--- config.mk ---
export PLATFORM = sky130hd
export DESIGN_NAME = vc_link_arbiter
export DESIGN_NICKNAME = d
export VERILOG_FILES = /design/src/rtl/vc_link_arbiter_pkg.sv /design/src/rtl/vc_link_arbiter_rr_arbiter.sv /design/src/rtl/vc_link_arbiter.sv
export SDC_FILE = /design/constraint.sdc
export NUM_CORES = 1
export LEC_CHECK = 0
export CORE_ASPECT_RATIO = 0.7
export CORE_MARGIN = 5
export CORE_UTILIZATION = 60
export CTS_BUF_LIST = sky130_fd_sc_hd__clkbuf_2
export CTS_CLUSTER_DIAMETER = 200
export DETAILED_ROUTE_END_ITERATION = 8
export DONT_BUFFER_PORTS = 1
export PLACE_DENSITY = 0.8
export SYNTH_ARGS = -nofsm -noshare
export SYNTH_HDL_FRONTEND = slang
export SYNTH_SLANG_ARGS = --single-unit
--- constraint.sdc ---
create_clock -name clk -period 3 [get_ports clk]
set_input_delay 0.3 -clock clk [delete_from_list [all_inputs] [get_ports clk]]
set_output_delay 0.3 -clock clk [all_outputs]
set_load 0.05 [all_outputs]
--- src/rtl/vc_link_arbiter_pkg.sv ---
// Shared flit-type encodings, parameter defaults and FSM state type for the VC link arbiter.
package vc_link_arbiter_pkg;

   localparam int NUM_VC_DEF   = 4;
   localparam int DATA_W_DEF   = 16;
   localparam int VC_DEPTH_DEF = 8;

   localparam logic [1:0] FT_BODY   = 2'b00;
   localparam logic [1:0] FT_HEAD   = 2'b01;
   localparam logic [1:0] FT_TAIL   = 2'b10;
   localparam logic [1:0] FT_SINGLE = 2'b11;

   typedef enum logic {
      ST_IDLE   = 1'b0,
      ST_LOCKED = 1'b1
   } state_t;

endpackage

--- src/rtl/vc_link_arbiter_rr_arbiter.sv ---
// Round-robin picker: one-hot grant to the first requester after 'last', wrapping; zero when no request.
// Purely combinational, no backpressure of its own.
module rr_arbiter #(
   parameter int NUM_VC = 4
) (
   input  logic [NUM_VC-1:0] req,
   input  logic [1:0]        last,
   output logic [NUM_VC-1:0] grant
);

   logic w_found;

   always_comb begin
      grant   = '0;
      w_found = 1'b0;
      for (int k = 1; k <= NUM_VC; k++) begin
         for (int j = 0; j < NUM_VC; j++) begin
            if (!w_found && req[j] && (j == (int'(last) + k) % NUM_VC)) begin
               grant[j] = 1'b1;
               w_found  = 1'b1;
            end
         end
      end
   end

endmodule

--- src/rtl/vc_link_arbiter.sv ---
// Merges NUM_VC credit-controlled virtual channels onto one link with packet locking; 1-cycle latency.
// Accepts a flit only when the output register is free and the VC has credit; holds output while stalled.
module vc_link_arbiter
   import vc_link_arbiter_pkg::*;
#(
   parameter int NUM_VC   = NUM_VC_DEF,
   parameter int DATA_W   = DATA_W_DEF,
   parameter int VC_DEPTH = VC_DEPTH_DEF
) (
   input  logic                     clk,
   input  logic                     rst,
   input  logic [NUM_VC*DATA_W-1:0] vc_data_in,
   input  logic [NUM_VC-1:0]        vc_valid_in,
   output logic [NUM_VC-1:0]        vc_ready_in,
   output logic [DATA_W-1:0]        link_data,
   output logic [1:0]               link_vc,
   output logic                     link_valid,
   input  logic                     link_ready,
   input  logic                     credit_valid,
   input  logic [1:0]               credit_vc,
   output logic                     err_credit,
   output logic                     err_framing
);

   localparam int CW = $clog2(VC_DEPTH) + 1;

   logic [CW-1:0]     r_credit [NUM_VC];
   state_t            r_state;
   logic [1:0]        r_lock_vc;
   logic [1:0]        r_rr_ptr;
   logic              r_link_valid;
   logic [DATA_W-1:0] r_link_data;
   logic [1:0]        r_link_vc;
   logic              r_err_credit;
   logic              r_err_framing;

   logic              w_free;
   logic [NUM_VC-1:0] w_elig;
   logic [NUM_VC-1:0] w_req;
   logic [NUM_VC-1:0] w_grant;
   logic [NUM_VC-1:0] w_dec;
   logic [NUM_VC-1:0] w_inc;
   logic              w_xfer;
   logic [1:0]        w_xfer_vc;
   logic [DATA_W-1:0] w_xfer_dat;
   logic [1:0]        w_ftype;

   assign w_free = !r_link_valid || link_ready;

   always_comb begin
      w_elig = '0;
      w_inc  = '0;
      for (int i = 0; i < NUM_VC; i++) begin
         w_elig[i] = vc_valid_in[i] && (r_credit[i] != '0);
         w_inc[i]  = credit_valid && (credit_vc == 2'(i));
      end
   end

   // While a packet owns the link, only its VC may compete, even if it is credit-stalled.
   always_comb begin
      w_req = w_elig;
      if (r_state == ST_LOCKED) begin
         w_req = '0;
         for (int i = 0; i < NUM_VC; i++) begin
            if (2'(i) == r_lock_vc) w_req[i] = w_elig[i];
         end
      end
   end

   rr_arbiter #(.NUM_VC(NUM_VC)) u_rr_arbiter (
      .req   (w_req),
      .last  (r_rr_ptr),
      .grant (w_grant)
   );

   assign vc_ready_in = (rst || !w_free) ? '0 : w_grant;
   assign w_dec       = vc_ready_in & vc_valid_in;
   assign w_xfer      = |w_dec;

   always_comb begin
      w_xfer_vc  = '0;
      w_xfer_dat = '0;
      for (int i = 0; i < NUM_VC; i++) begin
         if (w_dec[i]) begin
            w_xfer_vc  = 2'(i);
            w_xfer_dat = vc_data_in[i*DATA_W +: DATA_W];
         end
      end
   end

   assign w_ftype = w_xfer_dat[DATA_W-1 -: 2];

   always_ff @(posedge clk) begin
      if (rst) begin
         for (int i = 0; i < NUM_VC; i++) r_credit[i] <= CW'(VC_DEPTH);
         r_err_credit <= 1'b0;
      end else begin
         for (int i = 0; i < NUM_VC; i++) begin
            if (w_dec[i] && !w_inc[i]) begin
               r_credit[i] <= r_credit[i] - CW'(1);
            end else if (w_inc[i] && !w_dec[i]) begin
               if (r_credit[i] == CW'(VC_DEPTH)) r_err_credit <= 1'b1;
               else                              r_credit[i]  <= r_credit[i] + CW'(1);
            end
         end
      end
   end

   always_ff @(posedge clk) begin
      if (rst) begin
         r_state       <= ST_IDLE;
         r_lock_vc     <= '0;
         r_rr_ptr      <= 2'(NUM_VC - 1);
         r_err_framing <= 1'b0;
      end else if (w_xfer) begin
         case (r_state)
            ST_IDLE: begin
               r_rr_ptr <= w_xfer_vc;
               if (w_ftype == FT_HEAD) begin
                  r_state   <= ST_LOCKED;
                  r_lock_vc <= w_xfer_vc;
               end else if (w_ftype != FT_SINGLE) begin
                  r_err_framing <= 1'b1;
               end
            end
            ST_LOCKED: begin
               if (w_ftype == FT_TAIL)      r_state       <= ST_IDLE;
               else if (w_ftype != FT_BODY) r_err_framing <= 1'b1;
            end
            default: r_state <= ST_IDLE;
         endcase
      end
   end

   always_ff @(posedge clk) begin
      if (rst) begin
         r_link_valid <= 1'b0;
         r_link_data  <= '0;
         r_link_vc    <= '0;
      end else if (w_xfer) begin
         r_link_valid <= 1'b1;
         r_link_data  <= w_xfer_dat;
         r_link_vc    <= w_xfer_vc;
      end else if (link_ready) begin
         r_link_valid <= 1'b0;
      end
   end

   assign link_valid  = r_link_valid;
   assign link_data   = r_link_data;
   assign link_vc     = r_link_vc;
   assign err_credit  = r_err_credit;
   assign err_framing = r_err_framing;

endmodule
# --- Yosys cells after proc, flatten, opt, wreduce, memory -nomap -nowiden ---
# Memory sizes are Yosys's and may differ from the RTL's.
# Cells that the tools add are included.
word_totals:
  register_bits: 26
  ramBits: 16
  input_bits: 74
  output_inout_bits: 25
  word_cells: 265
  mem_count: 1
op_classes:
  addsub: 12
  eq_ne: 29
  muxes: 107
  bitwise_logic: 14
  n_reduce_logical: 94
memory_table:
  columns: ["name", "words", "width", "read_ports", "rd_clocked_by_memory_dff", "wr", "line", "source"]
  rows:
  - ["r_credit", 4, 4, 4, 0, 4, "vc_link_arbiter.sv:27", "logic [CW-1:0] r_credit [NUM_VC];"]
ops:
  columns: ["cell", "count"]
  rows:
  - ["$logic_not A32 Y1", 4]
  - ["$mux W1", 89]
  - ["$mux W16", 4]
  - ["$logic_and A1 B1 Y1", 47]
  - ["$mux W4", 10]
  - ["$logic_not A1 Y1", 25]
  - ["$eq A3 B3 Y1 const A", 8]
  - ["$add A4 B1 Y4 const B", 4]
  - ["$eq A4 B4 Y1 const B", 4]
  - ["$reduce_bool A4 Y1", 4]
  - ["$sub A4 B1 Y4 const B", 4]
  - ["$eq A2 B3 Y1 const A", 4]
  - ["$ne A2 B2 Y1 const B", 4]
  - ["$or A1 B1 Y1", 8]
  - ["$reduce_or A2 Y1", 4]
  - ["$eq A2 B2 Y1 const B", 3]
  - ["$reduce_and A5 Y1", 1]
  - ["$add A2 B1 Y2 const B", 2]
  - ["$add A2 B2 Y2 const B", 2]
  - ["$and A1 B1 Y1 const A", 4]
  - ["$and A4 B4 Y4", 1]
  - ["$eq A2 B1 Y1 const B", 2]
  - ["$eq A2 B2 Y1 const A", 2]
  - ["$logic_not A2 Y1", 2]
  - ["10 further kinds", 14]

# --- Longest topological paths before layout ---
# Gate-level depths: netlist (run 1).
# An unclocked memory read counts as a cell.
depth:
  word_depth: 82
  ltp_mapped: 15
  depth_no_buf: 14

# --- Modules after synthesis ---
# A second synthesis (run 1) with hierarchy kept.
unflattened:
  cells_unflattened: 315
  hier_area_um2: 2826.5
modules_own_cells:
  columns: ["module", "n_inst", "cells_per_inst", "area_per_inst_um2", "seq_area_each_um2"]
  rows:
  - ["vc_link_arbiter", 1, 298, 2721.4, 1001.0]
  - ["rr_arbiter", 1, 17, 105.1, 0.0]

# --- Worst setup path after synthesis (run 1) ---
# Ideal clock, no wire load.
synth_timing:
  kind: "flip-flop to flip-flop"
  startpoint: "mem r_credit[3][0] in the netlist's numbering"
  endpoint: "mem r_credit[0][3] in the netlist's numbering, data pin"
  setup_time_ns: 0.266
  arrival_time_ns: 2.764
  t_required_ns: 2.734
  slack_ns: -0.030
  stages_incl_launch_ff: 15
  n_path_buf: 1
  period_less_slack_ns: 3.030
  path_cell_list: "edfxtp_1 > inv_1 > ha_1 > nor3b_2 > o41ai_1 > o21ai_1 > and3_1 > buf_4 > nor2_1 > nand2_1 > ha_1 > a21o_1 > a21oi_1 > xor2_1 > a31oi_1"
synth_rtl:
  columns: ["element", "line"]
  rows:
  - ["start, declared", "vc_link_arbiter.sv:27"]

# --- Worst setup path after layout (run 1) ---
layout_timing:
  startpoint: "reg r_lock_vc[1]"
  endpoint: "reg r_link_data[10] (netlist: link_data[10])"
layout_between:
  elab_chain_cells: 68
  elab_cells_between_ends: 92
  cone_classes: "eq/ne (3); mux (40); bitwise (1); reduce/logical (48)"
layout_lines:
  columns: ["element", "line", "source"]
  rows:
  - ["start, declared", "vc_link_arbiter.sv:29", "logic [1:0] r_lock_vc;"]
  - ["start signal, assigned", "vc_link_arbiter.sv:121", "r_lock_vc <= w_xfer_vc;"]
  - ["$logic_not A2 Y1", "vc_link_arbiter.sv:65", "if (2'(i) == r_lock_vc) w_req[i] = w_elig[i];"]
  - ["$mux W1", "vc_link_arbiter.sv:65", null]
  - ["$mux W4 *", "vc_link_arbiter.sv:62", "if (r_state == ST_LOCKED) begin"]
  - ["$logic_and A1 B1 Y1", "vc_link_arbiter_rr_arbiter.sv:18", "if (!w_found && req[j] && (j == (int'(last) + k) % NUM_VC)) begin"]
  - ["$mux W1", "vc_link_arbiter_rr_arbiter.sv:18", null]
  - ["$logic_not A1 Y1", "vc_link_arbiter_rr_arbiter.sv:18", null]
  - ["$logic_and A1 B1 Y1 (2 in series)", "vc_link_arbiter_rr_arbiter.sv:18", null]
  - ["$mux W1", "vc_link_arbiter_rr_arbiter.sv:18", null]
  - ["[49 not listed]", null, null]
  - ["$logic_and A1 B1 Y1 (2 in series)", "vc_link_arbiter_rr_arbiter.sv:18", null]
  - ["$mux W1", "vc_link_arbiter_rr_arbiter.sv:18", null]
  - ["$logic_not A1 Y1", "vc_link_arbiter_rr_arbiter.sv:18", null]
  - ["$logic_and A1 B1 Y1 (2 in series)", "vc_link_arbiter_rr_arbiter.sv:18", null]
  - ["$mux W1", "vc_link_arbiter_rr_arbiter.sv:18", null]
  - ["$mux W4 *", "vc_link_arbiter.sv:76", "assign vc_ready_in = (rst || !w_free) ? '0 : w_grant;"]
  - ["$and A4 B4 Y4 *", "vc_link_arbiter.sv:77", "assign w_dec = vc_ready_in & vc_valid_in;"]
  - ["$reduce_or A4 Y1 / $mux W16 (equally long branches)", "vc_link_arbiter.sv:78, vc_link_arbiter.sv:84", null]
  - ["end signal, assigned", "vc_link_arbiter.sv:142", "r_link_data <= w_xfer_dat;"]
  - ["end, declared", "vc_link_arbiter.sv:32", "logic [DATA_W-1:0] r_link_data;"]
# Every way passes the cells marked *; elsewhere a longest branch is shown, timed or not.
# A chain may end at the register's enable or synchronous reset.

==> impl_metrics.json, run 1 <==
{
  "status": "finished, final reports clean",
  "syn_inst": 306,
  "dr.pass1.iters": 6,
  "swShare_pct": 44.09,
  "grt_start_max_net_pins": 24,
  "synth_area_mm2": 0.002841,
  "die_y_um": 67.58,
  "portBuffers": 0,
  "hold_path.class": "in2reg",
  "setup.worst_path.start_class": "flop",
  "path_class": "reg2reg",
  "fin_crit_ns": 2.922,
  "whs_ns": 0.05413,
  "dr.first_iter.drc_count": 357,
  "setup_viol": 0,
  "clkTransAtPathRegs_ns": 0.23,
  "worstMarginPinSlew_ns": 1.184,
  "rsz0062_at_grt": "true",
  "vias_per_cell": 6.658,
  "die_area_mm2": 0.006234,
  "p_per_area_mw_per_mm2": 729.1,
  "async_reset_ff_share_pct": 0,
  "synth.distinct_cells": 71,
  "clk-insertion-delay-late_ns": 0.44,
  "cts_buffers": 5,
  "cts_tree": "done",
  "seq_area_frac_synth_pct": 35.23,
  "ios": 99,
  "path_cells": "nand2b_1, a221oi_4, buf_4, a2111oi_2, a41oi_2, nor3b_2, nand2_1, a31oi_1",
  "ys.flop_type": "dfxtp_1",
  "vias": 2683,
  "drc": 0,
  "gr-total-overflow": 0,
  "syn_avg_cell_area_um2": 9.286,
  "cap_violations": 0,
  "slew_viol_final": 0,
  "leakagePower_nw": 1.270,
  "diodes": 0,
  "critPathCaptureType": "flop",
  "root_buffer": "clkbuf_2",
  "dp_hpwl_mm": 5.514,
  "final_common_cell": "buf_4",
  "synth_nets": 391,
  "fin_skew_ns": 0.02068,
  "fmax_mhz": 342.2,
  "cp_max_fo": 10,
  "ant_nets": 0,
  "slowest_delay_ns": 1.00,
  "ys_ff_latch": 42,
  "final_cell_mix": "38 x buf_4, 33 x nand2_1, 32 x nor2_1",
  "peakVddDrop_mv": 0.3834,
  "nNetsFinal": 430,
  "die_w_um": 92.25,
  "p_int_w": 0.001367,
  "seqPwrFrac_pct": 42.7,
  "htreeDepth": 2,
  "synth_top_area_share_pct": 18.32,
  "cts_sinks": 42,
  "drive_gt1_share_pct": 27.75,
  "routed_wl_mm": 7.872,
  "required_ns": 3.37,
  "finalHoldViolCount": 0,
  "first_global_vias": 2394,
  "clock_path_buffers": 2,
  "fin_area_mm2": 0.003354,
  "area_growth_syn_to_layout_pct": 18.05,
  "grt_antenna_before_repair": 0,
  "synth_area_leader_cell": "dfxtp_1",
  "start_util_pct": 60.75,
  "grt_pass1_wl_mm": 11.44,
  "critPathSlowestCell": "nor3b_2",
  "yosysWarnings": 0,
  "gp_congestion": 0.8451,
  "combPwrFrac_pct": 39.9,
  "placed_area_mm2": 0.003008,
  "slew_headroom_pct": 20.75,
  "power.switching_w": 0.001078,
  "fin_crit_sh_pct": 97.40,
  "synth_edf_count": 16,
  "track_usage_pct": 23.31,
  "cp_data_arrival_time_ns": 3.29,
  "drt-wirelength-per-cell_um": 19.53,
  "core-area_mm2": 0.004677,
  "synthTopCellsByArea": "dfxtp_1 18%, edfxtp_1 17%, a222oi_1 4.9%",
  "clock_power_share_pct": 17.4,
  "placementRows": 21
}
-- power by group through the flow --
stage                     Clock [W]  Combinational [W]  Sequential, W
after floorplan                   0           0.000692        0.00103
after global placement            0           0.000829        0.00105
after detailed placement          0           0.000856        0.00105
after CTS                  0.000429           0.000878        0.00104
after global routing       0.000455            0.00106        0.00106
final                      0.000426           0.000975        0.00104
-- metrics by stage --
step                      utilization, %  instances  setup TNS, ns  total power (W)  worst slack [ns]
after floorplan                        -        306              0         0.001723          0.001592
after global placement             64.31        375              0         0.001876           0.03199
after detailed placement           64.31        375        -0.1066         0.001906          -0.06608
after CTS                          67.44        388       -0.04668         0.002344          -0.04668
after global routing               71.72        403        -0.2728         0.002573          -0.09808
final                              71.72        403              0         0.002446           0.07809
-- synth_stat cells, types with 2 or more instances --
master and n:
a21o_1 4, a21oi_1 22, a21oi_2 10, a221oi_4 2, a222oi_1 14, a31oi_1 12, a32o_1 2, and2_1 4
and3_1 6, buf_2 3, buf_4 4, buf_6 3, clkbuf_1 5, dfxtp_1 26, edfxtp_1 16, fa_1 3
ha_1 8, inv_1 9, nand2_1 33, nand2b_1 3, nand3_1 3, nand3b_1 5, nor2_1 35, nor2b_1 4
nor3_1 8, o211a_2 2, o211ai_1 3, o21ai_0 7, o21ai_1 2, or3_1 2, xnor2_1 4, xor2_1 3
-- metal layers --
layer | routed length, um | vias to the layer above | global-route usage (%) | part of all wire (%)
li1 | - | 1242 | - | -
met1 | 3405 | 1271 | 31.59 | 43
met2 | 3596 | 158 | 37.27 | 46
met3 | 807 | 12 | 5.568 | 10
met4 | 62 | 0 | 7.222 | 0.79
met5 | 0 | - | 0 | 0
-- worst max-delay path: cells and delay by family (launching register included) --
kind            cells  cell delay (ns)
simple gates        3             1.30
compound gates      4             0.92
flops               1             0.42
buf+inv             1             0.20
-- layout make-up --
class,instances,area [um^2]
Multi-Input combinational cell,238,1768
Fill cell,320,1323
Sequential cell,42,1001
Timing Repair Buffer,47,376.6
Tap cell,57,71.32
Clock inverter,3,68.82
Inverter,11,43.79
Clock buffer,5,25.02
-- path summary, 6_finish.rpt --
kind,cells past startpoint,slack (ns),endpoint,start
setup / recovery,8,0.08,link_data[10],r_lock_vc[1]
hold / removal,2,0.05,err_credit,credit_vc[0]
setup reg to reg,8,0.08,link_data[10],r_lock_vc[1]
hold reg to reg,2,0.62,link_valid,link_valid
-- cell families (layout without fill, tap and decap cells) --
group | count (synthesis) | count (layout) | share of synthesized area (%)
AO/OA/AOI/OAI | 98 | 98 | 28.31
XOR/XNOR | 7 | 7 | 2.158
adder cells (fa/ha/maj) | 11 | 11 | 5.637
buffers and inverters | 27 | 66 | 5.636
flip-flops | 42 | 42 | 35.23
multiplexers | 1 | 1 | 0.3523
AND/OR/NAND/NOR | 120 | 121 | 22.68
-- registers in the layout, summed over array words and instances, names as in the netlist --
name and cells:
link_valid 1, r_lock_vc 2, r_credit 16, err_credit 1, r_state 1, link_vc 2, link_data 16, r_rr_ptr 2
err_framing 1
-- what timing repair did --
action,in CTS,in global routing
hold buffers,4,4
setup buffers,1,10
gates cloned,0,1
resized for setup,2,18
endpoints found under the setup margin,3,20
pin swaps,1,6
endpoints found under the hold margin,23,4
Power figures use the tool's default switching activity.
==> run 2: changes to the inputs <==
--- a/config.mk
+++ b/config.mk
@@ -7,12 +7,12 @@
 export LEC_CHECK = 0
 export CORE_ASPECT_RATIO = 0.7
 export CORE_MARGIN = 5
-export CORE_UTILIZATION = 60
-export CTS_BUF_LIST = sky130_fd_sc_hd__clkbuf_2
+export CORE_UTILIZATION = 58
 export CTS_CLUSTER_DIAMETER = 200
 export DETAILED_ROUTE_END_ITERATION = 8
 export DONT_BUFFER_PORTS = 1
-export PLACE_DENSITY = 0.8
+export PLACE_DENSITY = 0.77
+export REMOVE_ABC_BUFFERS = 1
 export SYNTH_ARGS = -nofsm -noshare
 export SYNTH_HDL_FRONTEND = slang
 export SYNTH_SLANG_ARGS = --single-unit
==> run 2 against run 1 <==
Via count down 1.6%; first-iteration DRC count down 3.4%; die area up 3.0%; register-to-register slack about the same; clock power down 14%; utilization down 3.5 points; global-route usage up 1.5 points; sequential share of layout area up 1.0 points; clock-buffer cell count up 1; fmax up 0.38%; largest power group unchanged.
==> impl_metrics.json, run 2 (same netlist as run 1, synthesis figures left out) <==
{
  "cts_sinks": 42,
  "dr.pass1.iters": 6,
  "fin_skew_ns": 0.005433,
  "portBuffers": 0,
  "fill_cells": 376,
  "root_buffer": "clkbuf_8",
  "worstMarginPinSlew_ns": 0.5740,
  "cap_violations": 0,
  "required_ns": 3.04,
  "vias": 2641,
  "vias_per_cell": 6.521,
  "fmax_mhz": 343.6,
  "cp_max_fo": 4,
  "critPathCaptureType": "flop",
  "dp_hpwl_mm": 5.980,
  "core-area_mm2": 0.004756,
  "gr-total-overflow": 0,
  "path_class": "reg2reg",
  "setup_slack_ns": 0.08924,
  "start_util_pct": 59.75,
  "leakagePower_nw": 1.217,
  "power_w": 0.002353,
  "gp_congestion": 0.8989,
  "final_cell_mix": "38 x buf_4, 32 x nand2_1, 32 x nor2_1",
  "grt_pass1_wl_mm": 12.15,
  "grt_start_max_net_pins": 31,
  "multi_input_area_mm2": 0.001742,
  "setup_viol": 0,
  "cp_data_arrival_time_ns": 2.95,
  "finalHoldViolCount": 0,
  "ant_nets": 0,
  "area_growth_syn_to_layout_pct": 14.13,
  "hold_path.class": "in2reg",
  "fin_crit_sh_pct": 97.03,
  "htreeDepth": 2,
  "final_common_cell": "buf_4",
  "cts_buffers": 5,
  "die_area_mm2": 0.006421,
  "slew_viol_final": 0,
  "die_w_um": 93.66,
  "placementRows": 21,
  "grt_antenna_before_repair": 0,
  "slew_headroom_pct": 61.68,
  "regArea_mm2": 0.001001,
  "dr.first_iter.drc_count": 345,
  "clk-insertion-delay-late_ns": 0.30,
  "drc": 0,
  "fin_crit_ns": 2.911,
  "clkTransAtPathRegs_ns": 0.08,
  "post-place-ws_ns": -0.001479,
  "diodes": 0,
  "drive_gt1_share_pct": 27.98,
  "setup.worst_path.start_class": "flop",
  "first_global_vias": 2420,
  "die_y_um": 68.56,
  "status": "finished, final reports clean",
  "p_per_area_mw_per_mm2": 725.4,
  "ios": 99,
  "clock_path_buffers": 2,
  "nNetsFinal": 420,
  "whs_ns": 0.05839,
  "fin_tns_setup_ns": 0,
  "track_usage_pct": 24.80,
  "routed_wl_mm": 7.963,
  "drt-wirelength-per-cell_um": 19.66,
  "peakVddDrop_mv": 0.5257,
  "cts_tree": "done"
}
run 2: changes by cell type in the layout (fill, tap and decap cells not counted), sizes merged:
cell / previous run / this run
buf: 39 / 38
clkbuf: 5 / 6
clkinv: 2 / 4
inv: 10 / 9
bufinv: 2 / 0
nor3b: 3 / 2
dlygate4sd3: 8 / 0
run 2: stage by stage:
stage	instances	area (um^2)	util, %
finish	405	3243	68.19
global route	405	3243	68.19
CTS	396	3122	65.64
detailed placement	388	3028	63.67
global placement	388	3028	63.67
floorplan	290	2724	-
run 2: critical path, cell delays in order (launching register included):
cell and delay, ns:
edfxtp_1 0.36, inv_1 0.05, ha_1 0.21, nor3b_4 0.18
o41ai_2 0.32, o21ai_2 0.11, and3_4 0.20, nor2_2 0.17
nand2_2 0.11, ha_1 0.28, a21o_1 0.18, a21oi_1 0.18
xor2_1 0.19, a31oi_1 0.11
run 2: repair_timing:
item / CTS / global route
pin swaps: 0 / 3
resized for setup: 2 / 13
hold buffers: 0 / 0
setup endpoints to repair: 2 / 12
setup buffers: 0 / 9
run 2: worst paths after layout:
check	start	endpoint	slack [ns]	depth (start not counted)
setup / recovery	r_credit[3][0]	r_credit[0][3]	0.09	13
hold / removal	rst	link_data[14]	0.06	1
setup reg to reg	r_credit[3][0]	r_credit[0][3]	0.09	13
hold reg to reg	link_valid	link_valid	0.58	2
run 2: layout make-up:
class                   instances  share of cell area, %
inverters                      11                  1.312
clock inverters                 2                 0.4244
multi-input cells             237                  53.70
well taps                      69                  2.662
flip-flops and latches         42                  30.86
clock buffers                   6                  2.238
repair buffers                 38                  8.796
run 2: report_power, final:
part	switching, W	total, W	internal, W
Clock	0.000204	0.000368	0.000164
Combinational	0.000525	0.000941	0.000416
Sequential	0.000326	0.00104	0.000718
run 2: per-layer routing:
layer / track usage (%) / wire, um
met1: 33.81 / 3239
met2: 38.20 / 3628
met3: 7.158 / 941
met4: 8.468 / 153
met5: 0 / 0
==> run 3: changes to the inputs <==
==> constraint.sdc (replaced) <==
create_clock -name clk -period 3 [get_ports clk]
set_input_delay 0.3 -clock clk [delete_from_list [all_inputs] [get_ports clk]]
set_output_delay 0.3 -clock clk [all_outputs]
set_load 0.1 [all_outputs]
==> run 3 against run 2 <==
Clock skew up 0.0049 ns; highest routed layer unchanged; largest power group unchanged; die area unchanged; sequential share of layout area up 0.30 points.
==> impl_metrics.json, run 3 (same netlist as run 1, synthesis figures left out) <==
{
  "status": "finished, final reports clean",
  "fin_crit_sh_pct": 99.03,
  "leakagePower_nw": 1.188,
  "r2r_slack_ns": 0.03,
  "required_ns": 3.16,
  "first_global_vias": 2494,
  "p_int_w": 0.001288,
  "fmax_mhz": 336.6,
  "drive_gt1_share_pct": 26.97,
  "dr.pass1.iters": 7,
  "fin_tns_setup_ns": 0,
  "final_cell_mix": "32 x nor2_1, 31 x nand2_1, 31 x buf_4",
  "swShare_pct": 51.22,
  "cts_sinks": 42,
  "start_util_pct": 59.75,
  "hold_path.class": "in2reg",
  "ios": 99,
  "slew_viol_final": 0,
  "drc": 0,
  "area_growth_syn_to_layout_pct": 13.03,
  "diodes": 0,
  "clk-insertion-delay-late_ns": 0.31,
  "htreeDepth": 2,
  "die_y_um": 68.56,
  "setup.worst_path.start_class": "flop",
  "vias_per_cell": 6.539,
  "grt_pass1_wl_mm": 12.28,
  "path_class": "reg2reg",
  "die_w_um": 93.66,
  "cts_buffers": 5,
  "whs_path_depth": 1,
  "vias": 2609,
  "rr_startpoint": "r_credit[2][1]",
  "path_delay_family": "simple AND/OR/NAND/NOR gates",
  "clock_power_share_pct": 15.1,
  "r2r_end": "r_credit[0][3]",
  "cap_violations": 0,
  "gr-total-overflow": 0,
  "fin_skew_ns": 0.01034,
  "fin_crit_ns": 2.971,
  "worstMarginPinSlew_ns": 1.026,
  "cp_data_arrival_time_ns": 3.13,
  "placementRows": 21,
  "placed_area_mm2": 0.003030,
  "critPathSlowestCell": "or4_1",
  "finalHoldViolCount": 0,
  "critPathCaptureType": "flop",
  "grt_antenna_before_repair": 0,
  "die_area_mm2": 0.006421,
  "ctsHoldBuffers": 0,
  "cp_max_fo": 7,
  "p_per_area_mw_per_mm2": 822.1,
  "r2r_cells": 12,
  "hold_path_startpoint": "rst",
  "timing.critical_path.buf_inv": 0,
  "grt_start_max_net_pins": 31,
  "nNetsFinal": 414,
  "slowest_delay_ns": 0.59,
  "worst_hold_path.endpoint": "link_data[14]",
  "clock_path_buffers": 2,
  "peakVddDrop_mv": 0.7129,
  "gp_congestion": 0.9406,
  "track_usage_pct": 24.97,
  "slew_headroom_pct": 31.52,
  "seqPwrFrac_pct": 47.8,
  "dr.first_iter.drc_count": 345,
  "combPwrFrac_pct": 37.2,
  "cts_tree": "done",
  "routed_wl_mm": 8.185,
  "core-area_mm2": 0.004756,
  "fin_area_mm2": 0.003212,
  "path_cells": "or4_1, o211a_2, o21ai_1, and3_4, nor2_4, nand2_2, ha_1, a21o_1, a21oi_2, xor2_1, nor2_1, a31oi_1",
  "setup_viol": 0,
  "clkTransAtPathRegs_ns": 0.09,
  "drt-wirelength-per-cell_um": 20.51,
  "ant_nets": 0,
  "final_common_cell": "nor2_1",
  "dp_hpwl_mm": 6.053,
  "portBuffers": 0,
  "rsz0062_at_grt": "true",
  "root_buffer": "clkbuf_8",
  "power.switching_w": 0.001352
}
[run 3: changes by cell type in the layout (fill, tap and decap cells not counted), moves of 2 or more]
cell	previous run	this run
buf_4	38	31
nor2_2	4	2
nor2_4	1	3
o21ai_1	1	3
[run 3: worst reg2reg max path: cells and delay by family (launching register included)]
kind | cells | cell delay, ns
AOI/OAI and AO/OA | 5 | 0.92
xor gates and xnor gates | 1 | 0.21
adders and majority gates | 1 | 0.23
DFF | 1 | 0.40
and+or+nand+nor | 5 | 1.06
[run 3: metrics by stage]
step	hold slack [ns]	worst slack [ns]	instances	power (W)	utilization [%]
final	0.04544	0.02915	399	0.002640	67.53
after global routing	0.02731	-0.07283	399	0.002778	67.53
after CTS	0.04037	-0.0002225	396	0.002589	65.96
after detailed placement	0.3738	-0.05944	388	0.002187	63.72
after global placement	0.3733	-0.06660	388	0.002163	63.72
after floorplan	0.3624	-0.9739	290	0.001918	-
[run 3: repair_timing]
item,4_1_cts,5_1_grt
gates resized for setup,5,13
buffers inserted,0,3
setup endpoints to repair,3,17
pin swaps,0,5
endpoints found under the hold margin,0,0
[run 3: power by group through the flow]
stage | combinational, W | clock (W) | sequential, W
after detailed placement | 0.000921 | 0 | 0.00127
after floorplan | 0.000639 | 0 | 0.00128
after global routing | 0.00107 | 0.000435 | 0.00127
final | 0.000981 | 0.000398 | 0.00126
after global placement | 0.000900 | 0 | 0.00126
after CTS | 0.000930 | 0.000403 | 0.00126
[run 3: worst max-delay path by stage]
stage	cells after the start	slack [ns]	from	end
2_1_floorplan	11	-0.97	r_credit[2][1]	r_credit[0][3]
3_3_place_gp	13	-0.07	r_credit[3][0]	r_credit[0][3]
3_5_place_dp	13	-0.06	r_credit[3][0]	r_credit[0][3]
4_1_cts	13	-0.0002	r_credit[3][0]	r_credit[0][3]
5_1_grt	12	-0.07	r_credit[2][1]	r_credit[0][3]
6_report	12	0.03	r_credit[2][1]	r_credit[0][3]
[run 3: area by class of cell]
type	count	area (um^2)
multi-input cells	237	1747
fillers	372	1544
flip-flops and latches	42	1001
repair buffers	32	244.0
well taps	69	86.33
clock buffers	5	68.82
inverters	11	42.54
clock inverters	3	22.52
[run 3: per-layer routing]
layer	vias to the layer above	wire, um	global-route usage [%]	share of wire (%)
met4	0	117	7.207	1.4
met3	10	1042	7.050	13
met1	1218	3396	35.14	41
met5	-	0	0	0
met2	176	3629	37.76	44
li1	1205	-	-	-
